[config.mk]
export PLATFORM = sky130hd
export DESIGN_NAME = stopwatch_ctrl
export DESIGN_NICKNAME = d
export VERILOG_FILES = /design/src/rtl/stopwatch_ctrl.sv
export SDC_FILE = /design/constraint.sdc
export NUM_CORES = 1
export LEC_CHECK = 0
export CORE_ASPECT_RATIO = 0.8
export CORE_UTILIZATION = 45
export DETAILED_ROUTE_END_ITERATION = 12
export HOLD_SLACK_MARGIN = 0.05
export PLACE_DENSITY_LB_ADDON = 0.25
export SYNTH_ARGS = -nofsm -noshare
export SYNTH_HDL_FRONTEND = slang
export SYNTH_SLANG_ARGS = --single-unit
[constraint.sdc]
create_clock -name clk_50mhz -period 2.2 [get_ports clk_50mhz]
set_clock_uncertainty 0.15 [all_clocks]
set_input_delay 0.44 -clock clk_50mhz [delete_from_list [all_inputs] [get_ports clk_50mhz]]
set_output_delay 0.44 -clock clk_50mhz [all_outputs]
set_load 0.02 [all_outputs]
[src/rtl/stopwatch_ctrl.sv]
// rtl/stopwatch_ctrl.sv - stopwatch button conditioning, state machine and one-second tick; lap feature under STOPWATCH_CTRL_LAP_EN

// Button conditioner: 2-flop synchronizer, counting debouncer, press on rising edge of the debounced level.
module stopwatch_ctrl_debounce #(
    parameter int DEBOUNCE_CYCLES = 1_000_000
) (
    input  logic clk_50mhz,
    input  logic reset,
    input  logic btn,
    output logic press
);

    localparam int CNT_W = (DEBOUNCE_CYCLES > 1) ? $clog2(DEBOUNCE_CYCLES) : 1;
    localparam logic [CNT_W-1:0] CNT_LAST = CNT_W'(DEBOUNCE_CYCLES - 1);

    logic             sync_1;
    logic             sync_2;
    logic             deb;
    logic             deb_d;
    logic [CNT_W-1:0] cnt;

    // Synchronize the raw level, then accept a change only after DEBOUNCE_CYCLES consecutive differing samples.
    always_ff @(posedge clk_50mhz) begin
        if (reset) begin
            sync_1 <= 1'b0;
            sync_2 <= 1'b0;
            deb    <= 1'b0;
            deb_d  <= 1'b0;
            cnt    <= '0;
        end else begin
            sync_1 <= btn;
            sync_2 <= sync_1;
            deb_d  <= deb;
            if (sync_2 != deb) begin
                if (cnt == CNT_LAST) begin
                    deb <= sync_2;
                    cnt <= '0;
                end else begin
                    cnt <= cnt + CNT_W'(1);
                end
            end else begin
                cnt <= '0;
            end
        end
    end

    // One pulse per accepted press, built only from registered levels.
    assign press = deb & ~deb_d;

endmodule

// Stopwatch sequencer: turns conditioned button presses into state changes and datapath strobes.
module stopwatch_ctrl #(
    parameter int DEBOUNCE_CYCLES = 1_000_000,
    parameter int TICK_DIV        = 50_000_000
) (
    input  logic       clk_50mhz,
    input  logic       reset,
    input  logic       btn_start,
    input  logic       btn_stop,
    input  logic       btn_clear,
    input  logic       btn_lap,
    output logic       tick,
    output logic       clear,
    output logic       lap_capture,
    output logic       show_lap,
    output logic [1:0] state
);

    localparam int PRESC_W = $clog2(TICK_DIV);
    localparam logic [PRESC_W-1:0] PRESC_LAST = PRESC_W'(TICK_DIV - 1);

    typedef enum logic [1:0] {
        ST_IDLE    = 2'b00,
        ST_RUNNING = 2'b01,
        ST_PAUSED  = 2'b10,
        ST_LAP     = 2'b11
    } state_t;

    state_t             state_q;
    state_t             state_next;
    logic [PRESC_W-1:0] presc;
    logic [PRESC_W-1:0] presc_next;
    logic               tick_next;
    logic               clear_next;
    logic               lap_next;

    logic press_start;
    logic press_stop;
    logic press_clear;
    logic press_lap;
    logic cmd_start;
    logic cmd_stop;
    logic cmd_clear;
    logic cmd_lap;

    stopwatch_ctrl_debounce #(.DEBOUNCE_CYCLES(DEBOUNCE_CYCLES)) u_deb_start (
        .clk_50mhz (clk_50mhz),
        .reset     (reset),
        .btn       (btn_start),
        .press     (press_start)
    );

    stopwatch_ctrl_debounce #(.DEBOUNCE_CYCLES(DEBOUNCE_CYCLES)) u_deb_stop (
        .clk_50mhz (clk_50mhz),
        .reset     (reset),
        .btn       (btn_stop),
        .press     (press_stop)
    );

    stopwatch_ctrl_debounce #(.DEBOUNCE_CYCLES(DEBOUNCE_CYCLES)) u_deb_clear (
        .clk_50mhz (clk_50mhz),
        .reset     (reset),
        .btn       (btn_clear),
        .press     (press_clear)
    );

`ifdef STOPWATCH_CTRL_LAP_EN
    stopwatch_ctrl_debounce #(.DEBOUNCE_CYCLES(DEBOUNCE_CYCLES)) u_deb_lap (
        .clk_50mhz (clk_50mhz),
        .reset     (reset),
        .btn       (btn_lap),
        .press     (press_lap)
    );
`else
    assign press_lap = 1'b0;
`endif

    // Only the highest-priority press of a cycle is allowed to act: clear > stop > start > lap.
    always_comb begin
        cmd_clear = press_clear;
        cmd_stop  = press_stop  & ~press_clear;
        cmd_start = press_start & ~press_stop & ~press_clear;
        cmd_lap   = press_lap   & ~press_start & ~press_stop & ~press_clear;
    end

    // State register plus the registered strobes that leave the block.
    always_ff @(posedge clk_50mhz) begin
        if (reset) begin
            state_q <= ST_IDLE;
            presc   <= '0;
            tick    <= 1'b0;
            clear   <= 1'b0;
        end else begin
            state_q <= state_next;
            presc   <= presc_next;
            tick    <= tick_next;
            clear   <= clear_next;
        end
    end

    // Next-state and strobe decode; presses not meaningful in the current state fall through unchanged.
    always_comb begin
        state_next = state_q;
        clear_next = 1'b0;
        lap_next   = 1'b0;
        if (cmd_clear) begin
            state_next = ST_IDLE;
            clear_next = 1'b1;
        end else begin
            case (state_q)
                ST_IDLE: begin
                    if (cmd_start) state_next = ST_RUNNING;
                end
                ST_RUNNING: begin
                    if (cmd_stop) begin
                        state_next = ST_PAUSED;
                    end else if (cmd_lap) begin
                        state_next = ST_LAP;
                        lap_next   = 1'b1;
                    end
                end
                ST_LAP: begin
                    if (cmd_stop)     state_next = ST_PAUSED;
                    else if (cmd_lap) state_next = ST_RUNNING;
                end
                ST_PAUSED: begin
                    if (cmd_start) state_next = ST_RUNNING;
                end
                default: state_next = ST_IDLE;
            endcase
        end
    end

    // Prescaler advances on cycles spent counting, holds while paused, and restarts whenever the watch goes idle.
    always_comb begin
        presc_next = presc;
        tick_next  = 1'b0;
        if (state_next == ST_IDLE) begin
            presc_next = '0;
        end else if (state_q == ST_RUNNING || state_q == ST_LAP) begin
            presc_next = (presc == PRESC_LAST) ? '0 : presc + PRESC_W'(1);
        end
        tick_next = (state_next == ST_RUNNING || state_next == ST_LAP) && (presc_next == PRESC_LAST);
    end

`ifdef STOPWATCH_CTRL_LAP_EN
    // Lap strobe and display select follow the decoded next state.
    always_ff @(posedge clk_50mhz) begin
        if (reset) begin
            lap_capture <= 1'b0;
            show_lap    <= 1'b0;
        end else begin
            lap_capture <= lap_next;
            show_lap    <= (state_next == ST_LAP);
        end
    end
`else
    logic unused_lap;
    assign unused_lap  = btn_lap | lap_next;
    assign lap_capture = 1'b0;
    assign show_lap    = 1'b0;
`endif

    assign state = state_q;

endmodule

-- Word-level counts from Yosys, hierarchy flattened
Cells that the tools add are included.
W data, S select, Z words.
- flip-flop bits (word level): 102
- word-level logic and storage cells: 71
- input bits: 6
- output and inout port bits: 6
- equal/unequal tests: 13
- muxes and demuxes: 8
- reductions and logical operators: 13
- bitwise gates (word level): 14
- add/sub/neg operators: 4
- operator list (kind ; count):
    $mux W26 ; 3
    $add A20 B1 Y20 const B ; 3
    $eq A20 B20 Y1 const B ; 3
    $eq A26 B26 Y1 const B ; 2
    $add A26 B1 Y26 const B ; 1
    $reduce_or A3 Y1 ; 3
    $not A1 Y1 ; 8
    $and A1 B1 Y1 ; 6
    $eq A2 B2 Y1 const B ; 3
    $mux W2 ; 3
    $reduce_and A2 Y1 ; 3
    $eq A2 B1 Y1 const B ; 2
    $logic_not A2 Y1 ; 2
    $pmux W2 S2 ; 1
    $reduce_or A2 Y1 ; 2
    $ne A1 B1 Y1 ; 3
    $logic_or A1 B1 Y1 ; 2
    $logic_and A1 B1 Y1 ; 1
    $mux W1 ; 1

-- Depth between registers and ports, before layout
Gate-level depths: netlist of the first run.
- word-level depth: 12
- gate-level depth with buffers: 8
- mapped depth without buffers: 7

-- Modules after synthesis
From an unflattened synthesis of the first run, not the netlist that was laid out.
- cells, all modules: 536
- area total of the unflattened synthesis: 4743.3 µm²
- modules (own cells, without submodules) (module ; sequential area each (µm²) ; cells an instance ; times used ; area an instance (µm²)):
    stopwatch_ctrl_debounce ; 480.5 ; 116 ; 3 ; 1051.0
    stopwatch_ctrl ; 600.6 ; 188 ; 1 ; 1590.3

-- Worst setup path before layout of the first run
Ideal clock, no wire load.
- path kind: register to register
- start point: register presc[0]
- end point: register tick
- data required time: 1.963 ns
- setup time: 0.087 ns
- setup slack: -0.229 ns
- data arrival time: 2.192 ns
- period minus slack after synthesis: 2.429 ns
- stages on the path, launching flop included: 8
- cells stage by stage: dfxtp_1 -> ha_1 -> nand3_1 -> or3_1 -> or4b_1 -> a21boi_2 -> o221ai_2 -> nor4b_2
- word-level cells in the longest chain between the ends: 6
- elaborated cells between the ends (all ways): 7
- classes of those cells: 1 x add/sub; 2 x eq/ne; 3 x mux; 1 x reduce/logical
- ends and longest elaborated chain (item ; RTL line ; text):
    from (decl) ; 82 ; logic [PRESC_W-1:0] presc;
    from (signal assigned) ; 146 ; presc <= presc_next;
    $add A26 B1 Y26 / $eq A26 B26 Y1 (equally long branches) ; 192 ; presc_next = (presc == PRESC_LAST) ? '0 : presc + PRESC_W'(1);
    $mux W26 ; 192 ;
    $mux W26 * ; 191 ; end else if (state_q == ST_RUNNING || state_q == ST_LAP) begin
    $mux W26 * ; 189 ; if (state_next == ST_IDLE) begin
    $eq A26 B26 Y1 * ; 194 ; tick_next = (state_next == ST_RUNNING || state_next == ST_LAP) && (presc_next == PRESC_LAST);
    $logic_and A1 B1 Y1 * ; 194 ;
    to (signal assigned) ; 147 ; tick <= tick_next;
    to (decl) ; 63 ; output logic tick,
Mark *: on every way between the ends. The rest lies on a longest branch, timed or not.
A chain may end at the register's enable or synchronous reset.

-- Final worst setup path of the first run
Same ends and word-level chain as after synthesis.

==> results of run 1 <==
==> power by group through the flow <==
stage	logic (uW)	registers, uW	clock network (uW)
after floorplan	23.8	1900	0
after global placement	38.3	1900	0
after detailed placement	39.5	1900	0
after CTS	39.5	1860	1600
after global routing	43.2	1860	1680
final	38.8	1860	1550
==> cell families after synthesis <==
kind of cell	share of synthesized area (%)
other	0.0815
DFF	44.4
and+or+nand+nor	31.8
AOI/OAI and AO/OA	3.21
adders and majority gates	1.09
muxes	1.36
xor gates and xnor gates	15.6
buffers and inverters	2.53
==> flip-flops by register name, summed over array words and instances (netlist names), 2 cells and up <==
register / flops
u_deb_clear.cnt: 20
u_deb_start.cnt: 20
presc: 26
u_deb_stop.cnt: 20
state: 2
==> per-stage QoR <==
step	utilization [%]	total power [uW]	instances	TNS, ns
after detailed placement	52.7	1940	700	-0.947
after global routing	56.2	3580	718	-0.0591
after CTS	56.0	3490	717	0
final	56.2	3440	718	0
after global placement	52.7	1940	700	-0.373
after floorplan	-	1920	532	0
==> final timing paths <==
check | from | to | slack, ns | depth (start not counted)
setup reg to reg | presc[0] | tick | 0.04 | 7
setup / recovery | presc[0] | tick | 0.04 | 7
hold reg to reg | u_deb_stop.sync_1 | u_deb_stop.sync_2 | 0.28 | 1
hold / removal | u_deb_stop.sync_1 | u_deb_stop.sync_2 | 0.28 | 1
==> repair_timing <==
item                       in CTS  in global routing
setup endpoints to repair       1                 25
gates resized for setup         3                  4
buffers inserted                1                  1
gates cloned                    0                  0
pin swaps                       4                  4
==> final cells by class <==
cell class                      count  area, um2  share of cell area (%)
Inverter                            8       30.0                   0.547
Timing Repair Buffer               54        438                    7.97
Tap cell                          136        170                    3.10
Clock buffer                       13        270                    4.92
Multi-Input combinational cell    402       2510                    45.7
Clock inverter                      3       25.0                   0.456
Sequential cell                   102       2050                    37.3
==> per-layer routing <==
| metal | share of wire (%) | track usage, % |
|---|---|---|
| met1 | 53 | 23.8 |
| met5 | 0 | 0 |
| met2 | 43 | 28.1 |
| met4 | 0.89 | 5.52 |
| met3 | 3.3 | 5.69 |
==> cells in the final DEF, fill, tap and decap left out, types with 6 or more instances in the layout <==
| master | synthesis | final |
|---|---|---|
| a21oi_1 | 8 | 8 |
| and3_1 | 8 | 8 |
| and4_1 | 6 | 6 |
| buf_4 | 2 | 45 |
| clkbuf_16 | 0 | 9 |
| clkdlybuf4s50_1 | 0 | 8 |
| dfxtp_1 | 102 | 98 |
| inv_1 | 8 | 8 |
| nand2_1 | 40 | 40 |
| nand3_1 | 35 | 34 |
| nand4_1 | 17 | 17 |
| nor2_1 | 105 | 105 |
| nor2b_1 | 14 | 14 |
| nor3_1 | 19 | 17 |
| nor4_1 | 7 | 7 |
| or3_1 | 7 | 6 |
| xnor2_1 | 34 | 34 |
| xor2_1 | 48 | 48 |
==> impl_metrics.json, run 1 <==
{
  "status": "finished, final reports clean",
  "cpPeakStageDelay_ns": 0.49,
  "setup_viol": 0,
  "final_area_um2": 5490,
  "wl_per_cell_um": 12.2,
  "slew_viol_final": 0,
  "h-tree-depth": 3,
  "clkLatencyLatePin_ns": 0.35,
  "drtIter0Drc": 189,
  "async_reset_ff_share_pct": 0,
  "endpoint_kind": "flip-flop",
  "synth.distinct_cells": 48,
  "p_comb_share_pct": 1.1,
  "gp_congestion": 0.842,
  "core_um2": 9770,
  "antenna_left": 0,
  "synth_most_common_cell": "nor2_1",
  "grt_pass1_wl_mm": 15.1,
  "initial_core_util_pct": 47.1,
  "p_seq_share_pct": 53.9,
  "synth-main-ff-cell": "dfxtp_1",
  "fin_ws_ns": 0.0362,
  "root_buffer": "clkbuf_16",
  "numPortBuffers": 8,
  "hold_slack_ns": 0.284,
  "power_leakage_uw": 0.00183,
  "ys_top_cells_by_area": "dfxtp_1 44%, xor2_1 9.1%, nor2_1 8.6%, xnor2_1 6.5%, nand3_1 3.8%",
  "grt_max_degree": 25,
  "crit_arrival_ns": 2.27,
  "ir_drop_uv": 415,
  "avgSynthCellArea_um2": 8.67,
  "p_per_area_nw_per_um2": 627,
  "p_sw_share_pct": 20.5,
  "maxCapViolCount": 0,
  "cts_made_buffers": 9,
  "die_w_um": 115,
  "fmax_mhz": 462,
  "insertedDiodeCount": 0,
  "synth_top_area_share_pct": 44.4,
  "routed-via-count": 3617,
  "critical_path_class": "reg -> reg",
  "overflow": 0,
  "pre_cts_ws_ns": -0.0734,
  "dp_hpwl_mm": 6.30,
  "yosys.area.top_type": "dfxtp_1",
  "wl_mm": 8.77,
  "fin_nets": 587,
  "cts.sink_count": 102,
  "nFillCells": 892,
  "num_rows": 32,
  "antenna_found_initial": 0,
  "critPathBufInv": 0,
  "p_int_uw": 2740,
  "finalCriticalPeriod_ns": 2.16,
  "clockPowerShare_pct": 45.0,
  "vias_per_cell": 5.04,
  "yosys-top-cells-count": "105 x nor2_1, 102 x dfxtp_1, 48 x xor2_1, 40 x nand2_1, 35 x nand3_1",
  "p_sw_uw": 705,
  "cts_tree": "yes",
  "cts_hold_buf": 0,
  "synthCells": 531,
  "first_pass_iters": 4,
  "path_max_fanout": 3,
  "drive_above_1_share_pct": 14.4,
  "ys_ff_latch": 102,
  "area_delta_synth_final_pct": 19.4,
  "die_y_um": 92.5,
  "cts.clk_slew.worst_paths_ns": 0.07,
  "cpMaxStageDelayCell": "or4b_1",
  "hold_violations": 0,
  "gr-usage-all-layers_pct": 18.1,
  "cp.required_ns": 2.31,
  "ys_warn_count": 0,
  "drc": 0,
  "place_area_um2": 5150,
  "path_cells": "ha_4 > nand3_4 > or3_4 > or4b_1 > a21boi_2 > o221ai_2 > nor4b_2",
  "ys_seq_area_share_pct": 44.4,
  "rsz0062_at_grt": "true",
  "synth-edff-count": 0,
  "dieArea_um2": 10600,
  "cp_top_family": "simple AND/OR/NAND/NOR gates",
  "hold_path_class": "reg -> reg",
  "grt_pass1_vias": 3323,
  "critical_path.startpoint_type": "flip-flop",
  "cts_buffer_depth": 2,
  "io_pins": 12,
  "post-route-period-util_pct": 98.4,
  "synth_area_um2": 4600
}
Power figures use the tool's default switching activity.
==> inputs of run 2 (changes only) <==
Settings changed: MAX_ROUTING_LAYER from default to met4.
==> impl_metrics.json, run 2 (synthesis gave the netlist of run 1 again) <==
{
  "largest_reg_flops": 26,
  "final_area_um2": 5490,
  "whs_endpoint": "u_deb_stop.sync_2",
  "drtIter0Drc": 189,
  "path_max_fanout": 3,
  "grt_max_degree": 25,
  "hold_path_class": "reg -> reg",
  "die_w_um": 115,
  "p_sw_share_pct": 20.6,
  "instances_no_fill": 718,
  "cp.required_ns": 2.31,
  "hold_violations": 0,
  "wl_per_cell_um": 12.2,
  "post-route-period-util_pct": 98.3,
  "place_area_um2": 5150,
  "post-place-cells": 700,
  "wl_mm": 8.74,
  "dp_hpwl_mm": 6.30,
  "p_seq_share_pct": 53.8,
  "cts_hold_buf": 0,
  "h-tree-depth": 3,
  "grt_pass1_wl_mm": 15.1,
  "nFillCells": 892,
  "antenna_found_initial": 0,
  "setup_viol": 0,
  "insertedDiodeCount": 0,
  "clockPowerShare_pct": 45.0,
  "fin_nets": 587,
  "die_y_um": 92.5,
  "cts.clk_slew.worst_paths_ns": 0.07,
  "p_int_uw": 2740,
  "cts.sink_count": 102,
  "endpoint_kind": "flip-flop",
  "setup_tns_ns": 0,
  "cts_tree": "yes",
  "grt_pass1_vias": 3314,
  "min_path_cells": 1,
  "cts_made_buffers": 9,
  "fin_util_pct": 56.2,
  "first_pass_iters": 4,
  "power_leakage_uw": 0.00183,
  "p_comb_share_pct": 1.1,
  "ir_drop_uv": 419,
  "p_per_area_nw_per_um2": 628,
  "critical_path.startpoint_type": "flip-flop",
  "clkLatencyLatePin_ns": 0.35,
  "dieArea_um2": 10600,
  "regMostFlops": "presc",
  "rr_endpoint": "tick",
  "rsz0062_at_grt": "true",
  "slew_viol_final": 0,
  "drive_above_1_share_pct": 14.4,
  "critical_path_class": "reg -> reg",
  "drc": 0,
  "cts_buffer_depth": 2,
  "gr-usage-all-layers_pct": 18.6,
  "layout_common_cells": "105 x nor2_1, 98 x dfxtp_1, 48 x xor2_1",
  "antenna_left": 0,
  "core_um2": 9770,
  "final_common_cell": "nor2_1",
  "overflow": 0,
  "gp_congestion": 0.856,
  "r2r_start": "presc[0]",
  "status": "finished, final reports clean",
  "root_buffer": "clkbuf_16",
  "finalCriticalPeriod_ns": 2.16,
  "p_sw_uw": 710,
  "reg2regPathDepth": 7,
  "fmax_mhz": 462,
  "area_delta_synth_final_pct": 19.4,
  "initial_core_util_pct": 47.1,
  "num_rows": 32,
  "io_pins": 12,
  "maxCapViolCount": 0,
  "routed-via-count": 3604,
  "vias_per_cell": 5.02,
  "min-delay-start": "u_deb_stop.sync_1",
  "reg2reg_setup_slack_ns": 0.04,
  "crit_arrival_ns": 2.27,
  "numPortBuffers": 8
}
run 2: cell counts in the layout (fill, tap and decap cells not counted):
No cell type changed its count.
run 2: timing repair:
item                                    4_1_cts  5_1_grt
hold endpoints to repair                      0        0
buffers inserted                              1        1
pin swaps                                     4        4
endpoints found under the setup margin        1       25
gates resized for setup                       3        4
run 2: metrics by stage:
step	hold WS, ns	power (uW)	setup WS [ns]
after floorplan	0.242	1920	0.00128
after global placement	0.268	1940	-0.0622
after detailed placement	0.273	1940	-0.0734
after CTS	0.290	3490	0.00879
after global routing	0.309	3580	-0.0591
final	0.284	3450	0.0372
run 2: final cells by class:
class                           count  area (um2)  area share [%]
Sequential cell                   102        2050            37.3
Multi-Input combinational cell    402        2510            45.7
Timing Repair Buffer               54         438            7.97
Tap cell                          136         170            3.10
Inverter                            8        30.0           0.547
Clock buffer                       13         270            4.92
Clock inverter                      3        25.0           0.456
run 2: power by group through the flow:
stage | logic [uW] | clock network (uW) | registers [uW]
floorplan | 23.8 | 0 | 1900
global placement | 38.3 | 0 | 1900
detailed placement | 39.5 | 0 | 1900
CTS | 39.5 | 1600 | 1860
global route | 43.2 | 1680 | 1860
finish | 38.8 | 1550 | 1860
run 2: critical path, cell delays in order, from the launching register on:
cell	delay (ns)
dfxtp_2	0.36
ha_4	0.16
nand3_4	0.08
or3_4	0.34
or4b_1	0.49
a21boi_2	0.15
o221ai_2	0.12
nor4b_2	0.24
run 2: how the worst max path moves through the flow:
stage	end	slack, ns	cells after the start	from
final	tick	0.04	7	presc[0]
after global routing	tick	-0.06	7	presc[0]
after CTS	tick	0.009	7	presc[1]
after detailed placement	presc[1]	-0.07	5	reset
after global placement	tick	-0.06	7	presc[0]
after floorplan	tick	0.001	7	presc[4]
run 2: metal layers:
metal	routed length [um]	part of all wire, %	global-route usage, %
met1	4520	52	23.9
met3	343	3.9	5.69
met2	3770	43	28.1
met5	0	0	-
met4	102	1.2	5.52
==> inputs of run 3 (changes only) <==
Settings changed: CORE_UTILIZATION 45 to 35.
==> impl_metrics.json, run 3 (synthesis gave the netlist of run 1 again) <==
{
  "critical_path_class": "reg -> reg",
  "fmax_mhz": 467,
  "drive_above_1_share_pct": 13.6,
  "setup_tns_ns": 0,
  "root_buffer": "clkbuf_16",
  "cts_hold_buf": 0,
  "multiInputGateArea_um2": 2530,
  "cts.sink_count": 102,
  "cp.required_ns": 2.31,
  "antenna_left": 0,
  "seq_area_um2": 2050,
  "dieArea_um2": 13600,
  "post-place-cells": 730,
  "first_pass_iters": 6,
  "maxCapViolCount": 0,
  "clkLatencyLatePin_ns": 0.34,
  "vias_per_cell": 4.75,
  "largest_reg_flops": 26,
  "endpoint_kind": "flip-flop",
  "antenna_found_initial": 0,
  "cts_made_buffers": 9,
  "initial_core_util_pct": 35.9,
  "nFillCells": 1294,
  "finalCriticalPeriod_ns": 2.14,
  "numPortBuffers": 8,
  "path_max_fanout": 3,
  "cts_buffer_depth": 2,
  "slew_viol_final": 0,
  "drc": 0,
  "hold_violations": 0,
  "status": "finished, final reports clean",
  "gp_congestion": 0.807,
  "routed-via-count": 3546,
  "num_rows": 37,
  "overflow": 0,
  "critical_path.startpoint_type": "flip-flop",
  "dp_hpwl_mm": 6.13,
  "grt_pass1_vias": 3338,
  "layout_common_cells": "105 x nor2_1, 98 x dfxtp_1, 48 x xor2_1",
  "wl_per_cell_um": 11.5,
  "drtIter0Drc": 215,
  "power_leakage_uw": 0.00177,
  "pre_cts_ws_ns": -0.0811,
  "fin_ws_ns": 0.0583,
  "area_delta_synth_final_pct": 18.7,
  "place_area_um2": 5130,
  "die_w_um": 130,
  "fin_nets": 577,
  "hold_slack_ns": 0.290,
  "final_common_cell": "nor2_1",
  "io_pins": 12,
  "post-route-period-util_pct": 97.4,
  "die_y_um": 105,
  "hold_path_class": "reg -> reg",
  "crit_arrival_ns": 2.25,
  "wl_mm": 8.62,
  "regMostFlops": "presc",
  "grt_pass1_wl_mm": 15.1,
  "core_um2": 12800,
  "p_per_area_nw_per_um2": 616,
  "final_area_um2": 5460,
  "instances_no_fill": 747,
  "setup_viol": 0,
  "cts.clk_slew.worst_paths_ns": 0.07,
  "reg2reg_setup_slack_ns": 0.06,
  "gr-usage-all-layers_pct": 14.2,
  "cts_tree": "yes",
  "grt_max_degree": 25,
  "h-tree-depth": 3,
  "ir_drop_uv": 417,
  "insertedDiodeCount": 0
}
-- run 3: cell count changes in the layout (fill, tap and decap cells not counted), sizes merged --
cell / before / now
clkbuf: 13 / 10
buf: 46 / 36
clkinvlp: 1 / 3
inv: 9 / 10
-- run 3: worst paths after layout --
| kind | from | endpoint | depth (start not counted) |
|---|---|---|---|
| hold reg to reg | u_deb_clear.deb_d | clear | 1 |
| hold / removal | u_deb_clear.deb_d | clear | 1 |
| setup / recovery | presc[1] | tick | 7 |
| setup reg to reg | presc[1] | tick | 7 |
-- run 3: power breakdown --
group          internal, uW  leakage, uW  switching (uW)
clock network           774     0.000126             701
logic                  17.8     0.000816            20.4
registers              1850     0.000825            3.53
-- run 3: critical path: stages (launching register included) --
cell      delay, ns
dfxtp_2        0.35
ha_4           0.16
nand3_4        0.07
or3_4          0.34
or4b_4         0.49
a21boi_2       0.16
o221ai_2       0.11
nor4b_2        0.23
-- run 3: metrics by stage --
stage / power [uW] / util, %
floorplan: 1920 / -
global placement: 1940 / 40.0
detailed placement: 1940 / 40.0
CTS: 3430 / 42.3
global route: 3500 / 42.6
finish: 3370 / 42.6
-- run 3: final cells by class --
type	instances	share of cell area (%)
multi-input combinational	402	46.3
clock buffer	10	4.19
tap	175	4.01
clock inverter	6	0.825
timing repair buffer	44	6.64
sequential	102	37.5
inverter	8	0.550
-- run 3: per-layer routing --
metal / part of all wire (%) / up-vias / GRT usage, %
met5: 0 / - / -
met4: 0.80 / 0 / 4.73
met3: 2.0 / 4 / 3.38
met2: 45 / 25 / 21.3
met1: 52 / 1653 / 18.7
li1: - / 1864 / -
-- run 3: timing repair --
action / CTS / global route
pin swaps: 1 / 5
setup buffers: 0 / 1
cloned: 0 / 0
gates resized for setup: 4 / 6
endpoints found under the hold margin: 0 / 0
setup endpoints to repair: 25 / 26
==> variant 1 (settings of run 3) <==
Change the parameter `TICK_DIV` from 50_000_000 to 25_000_000.
--- a/src/rtl/stopwatch_ctrl.sv
+++ b/src/rtl/stopwatch_ctrl.sv
@@ -52,7 +52,7 @@
 // Stopwatch sequencer: turns conditioned button presses into state changes and datapath strobes.
 module stopwatch_ctrl #(
     parameter int DEBOUNCE_CYCLES = 1_000_000,
-    parameter int TICK_DIV        = 50_000_000
+    parameter int TICK_DIV        = 25_000_000
 ) (
     input  logic       clk_50mhz,
     input  logic       reset,
Behaviour: no difference found for any inputs over 10 cycles, from zero or initial values and one cycle with reset high; that may be too few to reach the edited logic, so the function may still have changed.
==> variant 1 against run 3 <==
- die area decreased by 0.34%
- critical path type is now flop to output pin
- register-to-register slack improved by 100 ps
- utilization fell by 1.5 points
- sequential cell count down 1
- design area shrank 3.5%
- routed wire length fell by 2.9%
- worst setup slack better by 56 ps
- via count shrank 4.0%
- power is 0.13% lower
- combinational power is 3% higher
- synthesized area decreased by 0.35%
- synthesized cell count shrank 2.8%
- critical endpoint is now state[0]
- largest cell class unchanged
==> variant 1: results (changes against run 3) <==
| Metric | Value |
|---|---|
| Critical Path Fanout Max | `5 (+2)` |
| Top delay family on crit path | `buffers and inverters` |
| Detailed-router iteration count before antenna repair | `4 (-2)` |
| Peak VDD IR | `0.3683 mV (-12%)` |
| Crit path from | `state[0]$_SDFF_PP0_` |
| Fillers | `1276 (-1.4%)` |
| Number of global-route vias before repair | `3276 (-1.9%)` |
| Final WL | `8.369 mm (-2.9%)` |
| Share of cells above drive strength 1 | `11.01% (-2.6 points)` |
| Final Wtd Congestion | `0.7948 (-1.5%)` |
| Global Route met2 Usage | `20.66% (-0.65 points)` |
| Worst flop-to-flop path startpoint | `presc[7]$_SDFF_PP0_` |
| HPWL after DPL | `5.965 mm (-2.7%)` |
| Initial DRC count | `189 (-12%)` |
| Leak | `1.714 nW (-3.0%)` |
| Xor and xnor area share after synthesis | `15.47% (-0.14 points)` |
| Slowest cell delay on critical path | `600 ps (+110 ps)` |
| Met1 global-route usage | `18.87% (+0.20 points)` |
| Setup slack at placement | `65.47 ps (+146.6 ps)` |
| Proportion of synthesized area in mux cells | `1.091% (-0.27 points)` |
| Status | `complete, no violations` |
| GR Util All Layers | `14.33% (+0.12 points)` |
| PostCTS Resize Cnt | `0 (-4)` |
| Synth Area in Adders | `1.091% (+0.0039 points)` |
| Final net count | `551 (-4.5%)` |
| Vias per inst | `4.726 (-0.43%)` |
| Met3 global-route usage | `3.909% (+0.53 points)` |
| HP Start | `u_deb_start.sync_1$_SDFF_PP0_` |
| First-pass GRT wire length | `15.04 mm (-0.18%)` |
variant 1: report_power, final:
| group | internal (mW) | leakage (nW) | switching [mW] |
|---|---|---|---|
| registers | 1.83 | 0.817 | 0.00340 |
| logic | 0.0184 | 0.762 | 0.0211 |
| clock network | 0.823 | 0.135 | 0.662 |
| total | 2.68 | 1.71 | 0.687 |
variant 1: per-layer routing:
layer	vias up	wire length [um]
li1	1789	-
met1	1572	4412
met2	28	3553
met3	14	257
met4	0	145
met5	-	0
variant 1: metrics by stage:
| step | cell area [um2] | util (%) | std cells |
|---|---|---|---|
| 3_3_place_gp | 4975 | 38.79 | 705 |
| 3_5_place_dp | 4975 | 38.79 | 705 |
| 6_report | 5271 | 41.11 | 720 |
| 2_1_floorplan | 4589 | - | 517 |
| 5_1_grt | 5271 | 41.11 | 720 |
| 4_1_cts | 5253 | 40.96 | 720 |
variant 1: cell type report:
type	instances	area, um2	share of cell area [%]
Timing Repair Buffer	33	292.8	5.554
Inverter	7	26.28	0.4985
Tap cell	175	219.0	4.154
Clock inverter	3	21.27	0.4035
Multi-Input combinational cell	389	2427	46.05
Sequential cell	101	2028	38.48
Clock buffer	12	256.5	4.866
variant 1: final timing paths:
path / slack [ps] / end / depth (start not counted)
worst max-delay path: 110 / state[0] / 2
worst min-delay path: 290 / u_deb_start.sync_2$_SDFF_PP0_ / 1
worst max register to register: 160 / tick$_SDFF_PP0_ / 6
worst min register to register: 290 / u_deb_start.sync_2$_SDFF_PP0_ / 1
variant 1: worst reg2reg max path: stages, from the launching register on:
cell and delay (ps):
dfxtp_1 490, nand3_4 170, nor3_4 190, or3b_1 400
a32oi_1 250, nor4b_1 100, and4_1 170
==> variant 2 (settings of run 3) <==
Made on the original files. Put one more register stage on the output `clear`, with the module's reset. The value now appears one clock later. The other outputs are not delayed to match. Comments in the files are not updated.
--- a/src/rtl/stopwatch_ctrl.sv
+++ b/src/rtl/stopwatch_ctrl.sv
@@ -77,6 +77,8 @@
         ST_LAP     = 2'b11
     } state_t;
 
+    logic clear_s0;
+
     state_t             state_q;
     state_t             state_next;
     logic [PRESC_W-1:0] presc;
@@ -140,12 +142,12 @@
             state_q <= ST_IDLE;
             presc   <= '0;
             tick    <= 1'b0;
-            clear   <= 1'b0;
+            clear_s0 <= 1'b0;
         end else begin
             state_q <= state_next;
             presc   <= presc_next;
             tick    <= tick_next;
-            clear   <= clear_next;
+            clear_s0 <= clear_next;
         end
     end
 
@@ -214,5 +216,13 @@
 
     assign state = state_q;
 
+    always_ff @(posedge clk_50mhz) begin
+        if (reset) begin
+            clear <= '0;
+        end else begin
+            clear <= clear_s0;
+        end
+    end
+
 endmodule
 
Check against the original RTL: no difference found for any inputs over 10 cycles, from zero or initial values and one cycle with reset high; that may be too few to reach the edited logic, so the function may still have changed.
==> variant 2 against run 3 <==
- worst hold slack got worse by 30 ps
- via count is 0.45% higher
- worst setup slack better by 16 ps
- utilization fell by 0.69 points
- routed wire length is 4.0% higher
- synthesized area increased by 1.5%
- design area shrank 0.92%
- power increased by 3.2%
- cell count decreased by 1.5%
- clock power increased by 6%
- sequential cell count increased by 1
- critical path type unchanged
- largest power group unchanged
==> variant 2: results (changes against run 3) <==
| Metric | Value |
|---|---|
| Largest net degree at the start of global routing | `21 (-16%)` |
| Post-synthesis sequential area ratio | `44.16% (-0.21 points)` |
| Slowest cell delay on critical path | `550 ps (+60 ps)` |
| Vias per inst | `4.840 (+2.0%)` |
| Met1 global-route usage | `17.79% (-0.87 points)` |
| HPWL after DPL | `6.382 mm (+4.1%)` |
| DR vias | `3562 (+0.45%)` |
| Critical Path Fanout Max | `4 (+1)` |
| Routed length on met3 | `340 um (+95%)` |
| Proportion of synthesized area in mux cells | `0.6431% (-0.72 points)` |
| Placed Area | `5090 um2 (-0.85%)` |
| Number of global-route vias before repair | `3380 (+1.3%)` |
| WHS Endpoint | `clear_s0$_SDFF_PP0_` |
| First-pass GRT wire length | `15.47 mm (+2.7%)` |
| GR Util All Layers | `14.08% (-0.14 points)` |
| Top cells by count, synth | `103 x dfxtp_1, 100 x nor2_1, 42 x xor2_1` |
| PostCTS Resize Cnt | `1 (-3)` |
| Syn_area_per_cell | `8.810 um2 (+1.7%)` |
| Fillers | `1250 (-3.4%)` |
| Initial DRC count | `173 (-20%)` |
| DP Cell Count | `722 (-1.1%)` |
| Peak VDD IR | `0.3805 mV (-8.7%)` |
| Reg2Reg Depth | `6 (-1)` |
| Synth Area in Adders | `1.072% (-0.016 points)` |
| Leak | `1.805 nW (+2.2%)` |
| Final Wtd Congestion | `0.8536 (+5.7%)` |
| WHS | `260.5 ps (-29.87 ps)` |
| Distinct cells, synth | `56 (+17%)` |
| Compound-Gate Fraction of Synth Area | `3.081% (-0.13 points)` |
| Share of cells above drive strength 1 | `12.83% (-0.80 points)` |
| Wire length on met1 | `4.524 mm (+0.76%)` |
| R2r setup slk | `70 ps (+20 ps)` |
| Met3 global-route usage | `3.752% (+0.37 points)` |
| Final net count | `568 (-1.6%)` |
| Status | `complete, no violations` |
| Area contributors post-synth | `dfxtp_1 44%, nor2_1 8.0%, xor2_1 7.9%` |
| Minimum clock period | `2126 ps (-15.89 ps)` |
| Xor and xnor area share after synthesis | `15.01% (-0.60 points)` |
| Global Route met2 Usage | `22.04% (+0.72 points)` |
| WL/cell | `12.18 um (+5.5%)` |
| Routed wl met2 | `4.001 mm (+3.0%)` |
| Crit path max-delay cell type | `or4_4` |
## variant 2: changes by cell type after synthesis, moves of 3 or more
cell / change
nand2_1: -13
and3_1: +8
xor2_1: -6
a21oi_1: -5
buf_6: +5
nor2_1: -5
clkbuf_1: -4
inv_1: +4
xnor2_1: +4
and2_2: +3
and4_1: +3
## variant 2: report_power, final
group / internal, mW / leakage, nW / switching (mW) / total, mW
Sequential: 1.87 / 0.832 / 0.00336 / 1.87
Combinational: 0.0161 / 0.832 / 0.0209 / 0.0371
Clock: 0.896 / 0.140 / 0.667 / 1.56
## variant 2: area by class of cell
| class | count | area, um2 | share of cell area (%) |
|---|---|---|---|
| multi-input combinational | 392 | 2452 | 45.31 |
| clock inverter | 4 | 47.55 | 0.8784 |
| tap | 175 | 219.0 | 4.045 |
| sequential | 103 | 2066 | 38.16 |
| clock buffer | 10 | 239.0 | 4.415 |
| timing repair buffer | 40 | 344.1 | 6.357 |
| inverter | 12 | 45.04 | 0.8322 |
